==> src/rtl/hht_pkg.sv <==
// hht_pkg: shared types and constants for the HHT row accumulator.
//   HHT_ACC_W  : default accumulator/result width
//   HHT_ADDR_W : result-memory word address width
//   hht_state_e: control FSM states
//   result_t   : one (address, dot-product) result as stored in the result FIFO
package hht_pkg;

    localparam int unsigned HHT_ACC_W  = 32;
    localparam int unsigned HHT_ADDR_W = 32;

    typedef enum logic [1:0] {
        IDLE  = 2'd0,
        RUN   = 2'd1,
        DRAIN = 2'd2,
        DONE  = 2'd3
    } hht_state_e;

    typedef struct packed {
        logic [HHT_ADDR_W-1:0] addr;
        logic [HHT_ACC_W-1:0]  data;
    } result_t;

endpackage

==> src/rtl/hht_result_fifo.sv <==
// hht_result_fifo: synchronous FIFO of result_t with an occupancy count.
//   clk_i   : clock, rising edge
//   rst_ni  : synchronous active-low reset (clears pointers and count)
//   push_i  : write din_i; the caller never pushes into a full FIFO unless
//             it pops in the same cycle
//   din_i   : result to write
//   pop_i   : remove the head entry (ignored when empty)
//   dout_o  : head entry (meaningful only when !empty_o)
//   empty_o : FIFO holds no entries
//   count_o : number of entries held, 0..DEPTH
module hht_result_fifo
    import hht_pkg::*;
#(
    parameter int unsigned DEPTH = 4
) (
    input  logic                     clk_i,
    input  logic                     rst_ni,
    input  logic                     push_i,
    input  result_t                  din_i,
    input  logic                     pop_i,
    output result_t                  dout_o,
    output logic                     empty_o,
    output logic [$clog2(DEPTH):0]   count_o
);

    localparam int unsigned AW = $clog2(DEPTH);

    result_t        mem_q [DEPTH];
    logic [AW-1:0]  wr_ptr_q;
    logic [AW-1:0]  rd_ptr_q;
    logic [AW:0]    cnt_q;
    logic           do_push;
    logic           do_pop;

    assign do_pop  = pop_i && (cnt_q != '0);
    // A push into a full FIFO is only legal when the head leaves in the same cycle.
    assign do_push = push_i && ((cnt_q != (AW+1)'(DEPTH)) || do_pop);

    // DEPTH is a power of two, so the pointers wrap naturally.
    always_ff @(posedge clk_i) begin
        if (!rst_ni) begin
            wr_ptr_q <= '0;
            rd_ptr_q <= '0;
            cnt_q    <= '0;
        end else begin
            if (do_push) wr_ptr_q <= wr_ptr_q + 1'b1;
            if (do_pop)  rd_ptr_q <= rd_ptr_q + 1'b1;
            case ({do_push, do_pop})
                2'b10:   cnt_q <= cnt_q + 1'b1;
                2'b01:   cnt_q <= cnt_q - 1'b1;
                default: cnt_q <= cnt_q;
            endcase
        end
    end

    // Storage needs no reset: entries are only visible once counted.
    always_ff @(posedge clk_i) begin
        if (do_push) mem_q[wr_ptr_q] <= din_i;
    end

    assign dout_o  = mem_q[rd_ptr_q];
    assign empty_o = (cnt_q == '0);
    assign count_o = cnt_q;

endmodule

==> src/rtl/hht_row_accumulator.sv <==
// hht_row_accumulator: CSR SpMV row accumulator fed by the HHT control stage.
// Multiplies each (matrix value, vector value) beat, accumulates per row and
// writes one (result_base + row, dot product) result per row through a
// buffered valid/ready port.
//
// Ports:
//   clk_i, rst_ni        : clock (rising edge), synchronous active-low reset
//   start_i              : one-cycle pulse in IDLE; latches result_base_i/num_rows_i
//   result_base_i        : word address of y[0]
//   num_rows_i           : number of rows to process
//   in_valid_i/in_ready_o: beat handshake from the control stage
//   in_mval_i, in_vval_i : matrix nonzero and matching vector element
//   in_last_i            : beat is the last nonzero of its row
//   in_empty_i           : row has no nonzeros (wins over in_last_i)
//   out_valid_o/out_ready_i, out_addr_o, out_data_o : result write port
//   busy_o               : high in RUN and DRAIN
//   done_o               : one-cycle pulse once every row has been written out
//
// Build option: define HHT_ACC_SAT_EN to saturate products and sums at
// 2^ACC_W-1 and keep a sticky internal overflow flag (cleared by start).
// Without it all arithmetic wraps modulo 2^ACC_W.
//
// ACC_W must equal hht_pkg::HHT_ACC_W, since result_t carries the data field.
module hht_row_accumulator
    import hht_pkg::*;
#(
    parameter int unsigned ACC_W      = HHT_ACC_W,
    parameter int unsigned DATA_W     = 32,
    parameter int unsigned FIFO_DEPTH = 4
) (
    input  logic                  clk_i,
    input  logic                  rst_ni,
    input  logic                  start_i,
    input  logic [31:0]           result_base_i,
    input  logic [31:0]           num_rows_i,
    input  logic                  in_valid_i,
    output logic                  in_ready_o,
    input  logic [DATA_W-1:0]     in_mval_i,
    input  logic [DATA_W-1:0]     in_vval_i,
    input  logic                  in_last_i,
    input  logic                  in_empty_i,
    output logic                  out_valid_o,
    input  logic                  out_ready_i,
    output logic [31:0]           out_addr_o,
    output logic [ACC_W-1:0]      out_data_o,
    output logic                  busy_o,
    output logic                  done_o
);

    localparam int unsigned CW = $clog2(FIFO_DEPTH) + 1;

    // ---------------- control state ----------------
    hht_state_e      state_q;
    logic [31:0]     base_q;
    logic [31:0]     nrows_q;
    logic [31:0]     row_cnt_q;
    logic            busy_q;
    logic            done_q;

    // ---------------- S1 registers ----------------
    logic            s1_vld_q;
    logic            s1_last_q;
    logic            s1_empty_q;
    logic [ACC_W-1:0] s1_prod_q;
    logic [31:0]     s1_addr_q;

    // ---------------- S2 / accumulator ----------------
    logic [ACC_W-1:0] acc_q;
    logic [ACC_W-1:0] acc_d;
    logic [ACC_W-1:0] prod_w;
    logic [ACC_W-1:0] sum_w;

    // ---------------- FIFO interface ----------------
    logic            push;
    logic            pop;
    result_t         push_data;
    result_t         head;
    logic            fifo_empty;
    logic [CW-1:0]   fifo_cnt;

    logic            accept;
    logic            row_end_in;
    logic            s1_end;
    logic [CW:0]     committed;

    assign accept     = in_valid_i && in_ready_o;
    assign row_end_in = in_last_i || in_empty_i;
    assign s1_end     = s1_vld_q && (s1_last_q || s1_empty_q);

    // Every row end already in S1 will land in the FIFO next edge, so it is
    // counted as occupied; this keeps the FIFO from ever overflowing.
    assign committed  = {1'b0, fifo_cnt} + {{CW{1'b0}}, s1_end};
    assign in_ready_o = (state_q == RUN) && (committed < (CW+1)'(FIFO_DEPTH));

`ifdef HHT_ACC_SAT_EN
    localparam int unsigned PW = 2 * DATA_W;

    logic [PW-1:0]   prod_full;
    logic            prod_ovf;
    logic [ACC_W:0]  sum_full;
    logic            sum_ovf;
    logic            ovf_q;

    assign prod_full = PW'(in_mval_i) * PW'(in_vval_i);
    assign prod_ovf  = (prod_full > PW'({ACC_W{1'b1}}));
    assign prod_w    = prod_ovf ? {ACC_W{1'b1}} : prod_full[ACC_W-1:0];

    assign sum_full  = {1'b0, acc_q} + {1'b0, s1_prod_q};
    assign sum_ovf   = sum_full[ACC_W];
    assign sum_w     = sum_ovf ? {ACC_W{1'b1}} : sum_full[ACC_W-1:0];

    // Sticky: any saturated product or sum since the last start.
    always_ff @(posedge clk_i) begin
        if (!rst_ni) begin
            ovf_q <= 1'b0;
        end else if (state_q == IDLE && start_i) begin
            ovf_q <= 1'b0;
        end else if ((accept && !in_empty_i && prod_ovf) ||
                     (s1_vld_q && !s1_empty_q && sum_ovf)) begin
            ovf_q <= 1'b1;
        end
    end
`else
    // Operands are reduced to ACC_W first; the result is still the product
    // modulo 2^ACC_W, without carrying unused high bits around.
    assign prod_w = ACC_W'(in_mval_i) * ACC_W'(in_vval_i);
    assign sum_w  = acc_q + s1_prod_q;
`endif

    // ---------------- control FSM ----------------
    always_ff @(posedge clk_i) begin
        if (!rst_ni) begin
            state_q   <= IDLE;
            base_q    <= '0;
            nrows_q   <= '0;
            row_cnt_q <= '0;
            busy_q    <= 1'b0;
            done_q    <= 1'b0;
        end else begin
            done_q <= 1'b0;
            case (state_q)
                IDLE: begin
                    if (start_i) begin
                        base_q    <= result_base_i;
                        nrows_q   <= num_rows_i;
                        row_cnt_q <= '0;
                        if (num_rows_i == '0) begin
                            state_q <= DONE;
                            done_q  <= 1'b1;
                        end else begin
                            state_q <= RUN;
                            busy_q  <= 1'b1;
                        end
                    end
                end
                RUN: begin
                    if (accept && row_end_in) begin
                        row_cnt_q <= row_cnt_q + 32'd1;
                        if (row_cnt_q + 32'd1 == nrows_q) state_q <= DRAIN;
                    end
                end
                DRAIN: begin
                    if (!s1_vld_q && fifo_empty) begin
                        state_q <= DONE;
                        busy_q  <= 1'b0;
                        done_q  <= 1'b1;
                    end
                end
                DONE: begin
                    state_q <= IDLE;
                end
                default: begin
                    state_q <= IDLE;
                end
            endcase
        end
    end

    // ---------------- S1: multiply and capture row info ----------------
    always_ff @(posedge clk_i) begin
        if (!rst_ni) begin
            s1_vld_q   <= 1'b0;
            s1_last_q  <= 1'b0;
            s1_empty_q <= 1'b0;
            s1_prod_q  <= '0;
            s1_addr_q  <= '0;
        end else begin
            s1_vld_q <= accept;
            if (accept) begin
                s1_prod_q  <= prod_w;
                s1_last_q  <= in_last_i;
                s1_empty_q <= in_empty_i;
                s1_addr_q  <= base_q + row_cnt_q;
            end
        end
    end

    // ---------------- S2: accumulate and emit row results ----------------
    always_comb begin
        acc_d          = acc_q;
        push           = s1_end;
        push_data.addr = s1_addr_q;
        push_data.data = s1_empty_q ? '0 : sum_w;
        // An empty row leaves acc alone; it is already zero between rows.
        if (s1_vld_q && !s1_empty_q) begin
            acc_d = s1_last_q ? '0 : sum_w;
        end
    end

    always_ff @(posedge clk_i) begin
        if (!rst_ni) acc_q <= '0;
        else         acc_q <= acc_d;
    end

    hht_result_fifo #(
        .DEPTH (FIFO_DEPTH)
    ) u_fifo (
        .clk_i   (clk_i),
        .rst_ni  (rst_ni),
        .push_i  (push),
        .din_i   (push_data),
        .pop_i   (pop),
        .dout_o  (head),
        .empty_o (fifo_empty),
        .count_o (fifo_cnt)
    );

    // ---------------- output port ----------------
    assign out_valid_o = !fifo_empty;
    assign pop         = out_valid_o && out_ready_i;
    // Zero when empty so the port is deterministic after reset.
    assign out_addr_o  = fifo_empty ? '0 : head.addr;
    assign out_data_o  = fifo_empty ? '0 : head.data;
    assign busy_o      = busy_q;
    assign done_o      = done_q;

endmodule

==> config.mk <==
export PLATFORM = sky130hd
export DESIGN_NAME = hht_row_accumulator
export DESIGN_NICKNAME = d
export VERILOG_FILES = /design/src/rtl/hht_pkg.sv /design/src/rtl/hht_result_fifo.sv /design/src/rtl/hht_row_accumulator.sv
export SDC_FILE = /design/constraint.sdc
export NUM_CORES = 2
export LEC_CHECK = 0
export ABC_CLOCK_PERIOD_IN_PS = 11400
export CELL_PAD_IN_SITES_DETAIL_PLACEMENT = 0
export CELL_PAD_IN_SITES_GLOBAL_PLACEMENT = 1
export CORE_ASPECT_RATIO = 1.5
export CORE_UTILIZATION = 39
export DETAILED_ROUTE_END_ITERATION = 16
export PLACE_DENSITY_LB_ADDON = 0.12
export SLEW_MARGIN = 20
export SYNTH_ARGS = -nofsm -noshare
export SYNTH_HDL_FRONTEND = slang
export SYNTH_SLANG_ARGS = --single-unit
==> constraint.sdc <==
create_clock -name clk_i -period 11.4 [get_ports clk_i]
set_input_delay 2.28 -clock clk_i [delete_from_list [all_inputs] [get_ports clk_i]]
set_output_delay 2.28 -clock clk_i [all_outputs]
set_load 0.03 [all_outputs]
After elaboration in Yosys (flattened, before gate mapping):

Memories as Yosys holds them, arrays and structs flattened. A register that Yosys moved wholly into a read port is not among the register bits.
Cells that the tools add are included.

* output and inout bits: 68
* register bits after elaboration: 206
* logic and storage cells: 90
* memories kept: 1
* RAM bits: 256

Memory list
* u_fifo.mem_q: words 4, bits a word 64, read ports 1, clocked after memory_dff 1, wr ports 1, RTL line hht_result_fifo.sv:28 `result_t mem_q [DEPTH];`

* multipliers: 1
* reductions and logical operators: 26
* equal/unequal tests: 12
* mux-type cells: 26
* add/sub/neg operators: 8
* $lt $le $gt $ge: 1

Operators with widths (number)
* $mux 32: 6
* $add 32x32->32: 2
* $pmux 32 s2: 1
* $add 32x1->32 const B: 1
* $eq 32x32->1: 1
* $logic_not 32->1: 1
* $mul 32x32->32: 1
* $mux 2: 7
* $logic_and 1x1->1: 9
* $mux 1: 8
* $pmux 2 s4: 1
* $reduce_and 4->1: 2
* $eq 2x2->1 const B: 3
* $ne 2x2->1 const B: 3
* $pmux 3 s2: 1
* $reduce_bool 2->1: 3
* $add 2x1->2 const B: 2
* $add 3x1->4: 1
* $eq 2x1->1 const B: 2
* $lt 4x3->1 const B: 1
* $ne 2x1->1 const B: 2
* $pmux 1 s2: 2
* $add 3x1->3 const B: 1
* $logic_not 1->1: 3
* 8 further kinds: 10

Longest topological paths before layout:

* depth after elaboration: 9
* depth in mapped cells: 28

Cells and area by module:

Synthesis repeated with hierarchy kept, for this count alone.

* cell total of the unflattened synthesis: 3693
* area, all modules: 37329.6 µm²

Modules (own cells, without submodules)
* hht_row_accumulator: seq. area each 3983.8 µm², cells each 3292, area each 27546.4 µm², instances 1
* hht_result_fifo: seq. area each 7867.5 µm², cells each 401, area each 9783.1 µm², instances 1

Worst setup path after synthesis:

Ideal clock, no wire load.

* kind: in2reg
* start point: input in_vval_i[4]
* end point: register s1_prod_q[30]
* cell stages on the path: 25
* setup slack: 2482 ps
* data required time: 11330 ps
* library setup time: 70 ps
* buffers on the path: 2
* data arrival time: 8848 ps
* cells stage by stage: clkbuf_1 clkbuf_1 and2_1 fa_1 inv_1 fa_1 fa_1 fa_1 inv_1 fa_1 inv_1 fa_1 inv_1 fa_1 fa_1 ha_1 and2_1 a311o_1 a21oi_1 a2bb2oi_1 o311ai_0 a41oi_1 xnor2_1 nand2_1 a21oi_1

* cells in the longest elaborated chain, start to end: 1

Ends and longest elaborated chain
* start: declaration: RTL line hht_row_accumulator.sv:39 `input logic [DATA_W-1:0] in_vval_i,`
* $mul 32x32->32: RTL line hht_row_accumulator.sv:126 `assign prod_w = ACC_W'(in_mval_i) * ACC_W'(in_vval_i);`
* end signal: assignment: RTL line hht_row_accumulator.sv:190 `s1_prod_q <= prod_w;`
* end: declaration: RTL line hht_row_accumulator.sv:64 `logic [ACC_W-1:0] s1_prod_q;`

Every way passes these cells.
A chain may end at the register's enable or synchronous reset.

Final worst setup path:

* start point: input in_vval_i[3]
* end point: register s1_prod_q[30]

The elaborated chain is that of the path after synthesis.

==> results.rst <==
.. list-table::
   :header-rows: 1

   * - Metric
     - Value
   * - Result of the run
     - complete, no violations
   * - Max-slew violation count
     - 0
   * - Async set-reset flop share out of synthesis
     - 0
   * - Top area cells in the synthesized netlist
     - sky130_fd_sc_hd__fa_1, sky130_fd_sc_hd__edfxtp_1, sky130_fd_sc_hd__dfxtp_1, sky130_fd_sc_hd__and2_1, sky130_fd_sc_hd__ha_1
   * - Post-CTS Repair Setup Buffers
     - 0
   * - Root buf cell
     - sky130_fd_sc_hd__clkbuf_16
   * - Sink Count
     - 464
   * - Filler cell count in the final layout
     - slightly above 9000
   * - Core Region
     - 95800 µm²
   * - First-pass detailed-route iteration total
     - 5
   * - Min Tclk post-route
     - 9.46 ns
   * - Final setup violation count
     - 0
   * - Slowest-stage cell, CP
     - sky130_fd_sc_hd__clkdlybuf4s50_1
   * - Launch point of the worst reg-to-reg path
     - row_cnt_q[0]
   * - Count of routing violations after the opening detailed-route iteration
     - between 1000 and 1500
   * - Worst Skew
     - 0.0169 ns
   * - Clock-pin slew reported for the worst setup and hold paths after clock tree synthesis
     - roughly 0.070 ns
   * - Critical Path Source
     - in_vval_i[3]
   * - Sequential cell area in the final layout
     - between 10000 and 15000 µm²
   * - Post-Synthesis Cell Area
     - 37700 µm²
   * - Crit end category
     - register
   * - Tot GR Track Use
     - 0.217
   * - Detailed-route vias per instance
     - 5.12
   * - Antenna Violating Nets Remaining
     - 0
   * - Die area
     - 98100 µm²
   * - Net total in the final layout
     - 4623
   * - Area share of the leading cell type in the synthesized netlist
     - 0.218
   * - Largest net degree at the start of global routing
     - 81
   * - Kind of cell with the highest combined delay on the critical path
     - adder cells
   * - Placer congestion estimate
     - ~0.9
   * - Number of global-route vias before repair
     - 27900
   * - Sum of net half-perimeters after detailed placement
     - 80.4 mm
   * - Maximum clock rate
     - 106 MHz
   * - Hold Crit Start
     - nrows_q[30]
   * - Class of the worst hold path
     - reg -> reg
   * - Total instance count after detailed placement
     - 5109
   * - Yosys warns
     - 0
   * - CTS tree
     - built
   * - Share of the clock period used by the worst path
     - 0.830
   * - Startpoint type of the worst setup path
     - input pin
   * - Share of final-layout standard cells stronger than drive strength 1
     - 0.0564
   * - Total congestion overflow after global routing
     - 0
   * - Routed len/inst
     - 20.2 µm
   * - Number of buffers on the longest clock path
     - 3
   * - Row Count
     - 139
   * - Cell count after synthesis
     - 3789
   * - Hold-fix buffers, CTS
     - 0
   * - Die width
     - 256 µm
   * - Most repeated cell in the gate-level netlist after synthesis
     - sky130_fd_sc_hd__nand2_1
   * - Avg Cell Area, Syn
     - around 10 µm²
   * - Cell taking the most area after synthesis
     - sky130_fd_sc_hd__fa_1
   * - Clock network latency to the later pin of the worst-skew pair
     - 0.57 ns
   * - Sequential-to-total area share from yosys stat
     - 0.314
   * - Critical path's most frequent cell
     - sky130_fd_sc_hd__fa_1
   * - Die Y
     - 383 µm
   * - Cell Chain, Critical Path
     - clkdlybuf4s50_1, buf_4, and2_1, fa_1, inv_1, fa_1, fa_1, fa_1, inv_1, fa_1, fa_1, fa_1, fa_1, ha_1, and2_1, a311o_1, a21oi_1, a2bb2oi_1, o311ai_0, a41oi_1, xnor2_1, nand2_1, a21oi_1
   * - Number of antenna cells inserted
     - 0
   * - Worst path arrival time
     - 9.96 ns
   * - Number of buffers inserted by port buffering
     - 202
   * - Area occupied by multi-input gates
     - 23500 µm²
   * - Worst Tran Pin Value
     - 1.06 ns
   * - DR DRC count
     - 0
   * - Number of buffer and inverter stages on the critical path
     - 4
   * - RSZ-0062 raised after global routing
     - false
   * - Synth Register Bits
     - 464
   * - Top FF cell, synth
     - sky130_fd_sc_hd__edfxtp_1
   * - First-pass GRT wire length
     - 164 mm
   * - Initial antenna violation count
     - 5
   * - Crit Path Category
     - in -> reg
   * - Setup TNS
     - 0 ns
   * - Count of pins on the block boundary
     - 203
   * - Worst stage delay on the critical path
     - 0.71 ns
   * - Overall via count from detail_route
     - 26500
   * - Non-filler cells, final
     - 5186
   * - Post-synthesis cell type count
     - 81
   * - Crit Path Max Fanout
     - 14
   * - Growth of design area from synthesis to finish
     - 12.5%
   * - Number of instances resized during post-cts repair
     - 0
   * - Synthesized Nets
     - 4528
   * - Starting density of the core
     - 0.394
   * - Relative slew slack
     - 0.295
   * - Number of H-tree levels
     - 2
   * - DRT Wirelength
     - 105 mm
   * - Most used standard cells in the synthesized netlist
     - sky130_fd_sc_hd__nand2_1, sky130_fd_sc_hd__inv_1, sky130_fd_sc_hd__fa_1
   * - Count of flip-flops with a built-in enable after synthesis
     - about 260
   * - Number of hold violations in the final report
     - 0
   * - Max cap viols
     - 0
   * - Data required time at the worst endpoint
     - approximately 12 ns
   * - CTS buffer count
     - 42
## worst reg2reg max path, stage by stage (launching register included)
cell and delay [ns]:
sky130_fd_sc_hd__dfxtp_1 0.50, sky130_fd_sc_hd__ha_1 0.32, sky130_fd_sc_hd__nand3_1 0.37, sky130_fd_sc_hd__or4_4 0.72
sky130_fd_sc_hd__o31ai_1 0.52, sky130_fd_sc_hd__o211ai_1 0.16, sky130_fd_sc_hd__nor4_1 0.42, sky130_fd_sc_hd__nand4_1 0.17
sky130_fd_sc_hd__nor4_2 0.39, sky130_fd_sc_hd__o21ai_1 0.16, sky130_fd_sc_hd__a221oi_1 0.34
## flip-flops by register name, indices dropped and copies added (netlist names), 2 cells and up, named ones only
signal and flops:
u_fifo.mem_q 256, acc_q 32, base_q 32, nrows_q 32
row_cnt_q 32, s1_addr_q 32, s1_prod_q 32, u_fifo.count_o 3
state_q 2, u_fifo.rd_ptr_q 2, u_fifo.wr_ptr_q 2
## logic make-up (layout without fill, tap and decap cells)
kind of cell,after synthesis,after routing,synth area share
AND/OR/NAND/NOR,1322,1322,0.174
buffers and inverters,645,773,0.0646
adder cells (fa/ha/maj),604,604,0.282
AO/OA/AOI/OAI,505,505,0.0835
flip-flops,464,464,0.314
XOR/XNOR,176,176,0.0412
multiplexers,73,73,0.0406
## final cells by class
class                           instances  area share
Clock buffer                           54      0.0277
Inverter                              444      0.0394
Multi-Input combinational cell       2680       0.553
Timing Repair Buffer                  252      0.0559
Tap cell                             1269      0.0374
Clock inverter                         23     0.00725
Sequential cell                       464       0.279
## through the flow
stage | instance area (µm²) | hold WS (ns) | utilization | setup WS [ns]
4_1_cts | 42500 | 0.459 | 0.443 | 1.93
5_1_grt | 42500 | 0.474 | 0.443 | 1.48
6_report | 42500 | 0.457 | 0.443 | 1.94
3_5_place_dp | 41000 | 0.451 | 0.428 | 1.32
2_1_floorplan | 37700 | 0.436 | - | 2.48
3_3_place_gp | 41000 | 0.444 | 0.428 | 1.35
## placed cells by master, fill, tap and decap left out, types with 14 or more instances in the layout
master,instances
sky130_fd_sc_hd__clkbuf_16,43
sky130_fd_sc_hd__nand4_1,22
sky130_fd_sc_hd__fa_1,411
sky130_fd_sc_hd__clkdlybuf4s50_1,197
sky130_fd_sc_hd__a21o_1,31
sky130_fd_sc_hd__xor2_1,42
sky130_fd_sc_hd__dfxtp_1,205
sky130_fd_sc_hd__mux4_2,64
sky130_fd_sc_hd__xnor2_1,133
sky130_fd_sc_hd__nand3_1,53
sky130_fd_sc_hd__or3_1,23
sky130_fd_sc_hd__nor2_1,149
sky130_fd_sc_hd__edfxtp_1,256
sky130_fd_sc_hd__nor3_1,54
sky130_fd_sc_hd__inv_1,443
sky130_fd_sc_hd__a31oi_1,23
sky130_fd_sc_hd__and3_1,17
sky130_fd_sc_hd__nor4_1,20
sky130_fd_sc_hd__buf_4,50
sky130_fd_sc_hd__nand2_1,517
sky130_fd_sc_hd__o21ai_0,70
sky130_fd_sc_hd__and2_1,392
sky130_fd_sc_hd__o211ai_1,14
sky130_fd_sc_hd__ha_1,193
sky130_fd_sc_hd__a21oi_1,229
sky130_fd_sc_hd__a211oi_1,14
## per-layer routing
layer	wire length, µm	global-route usage
met3	2600	0.0164
met5	47	0
met4	3470	0.0703
met2	55500	0.407
met1	43300	0.260
## worst paths after layout
check                                      to  slack (ns)  depth (start not counted)
worst max-delay path            s1_prod_q[30]        1.94                         23
worst min-delay path              nrows_q[30]        0.46                          2
worst max register to register     state_q[0]        7.24                         10
worst min register to register    nrows_q[30]        0.46                          2
Power is not shown: default switching activity piles up to over one toggle a cycle in this logic, so the estimate is an artifact.
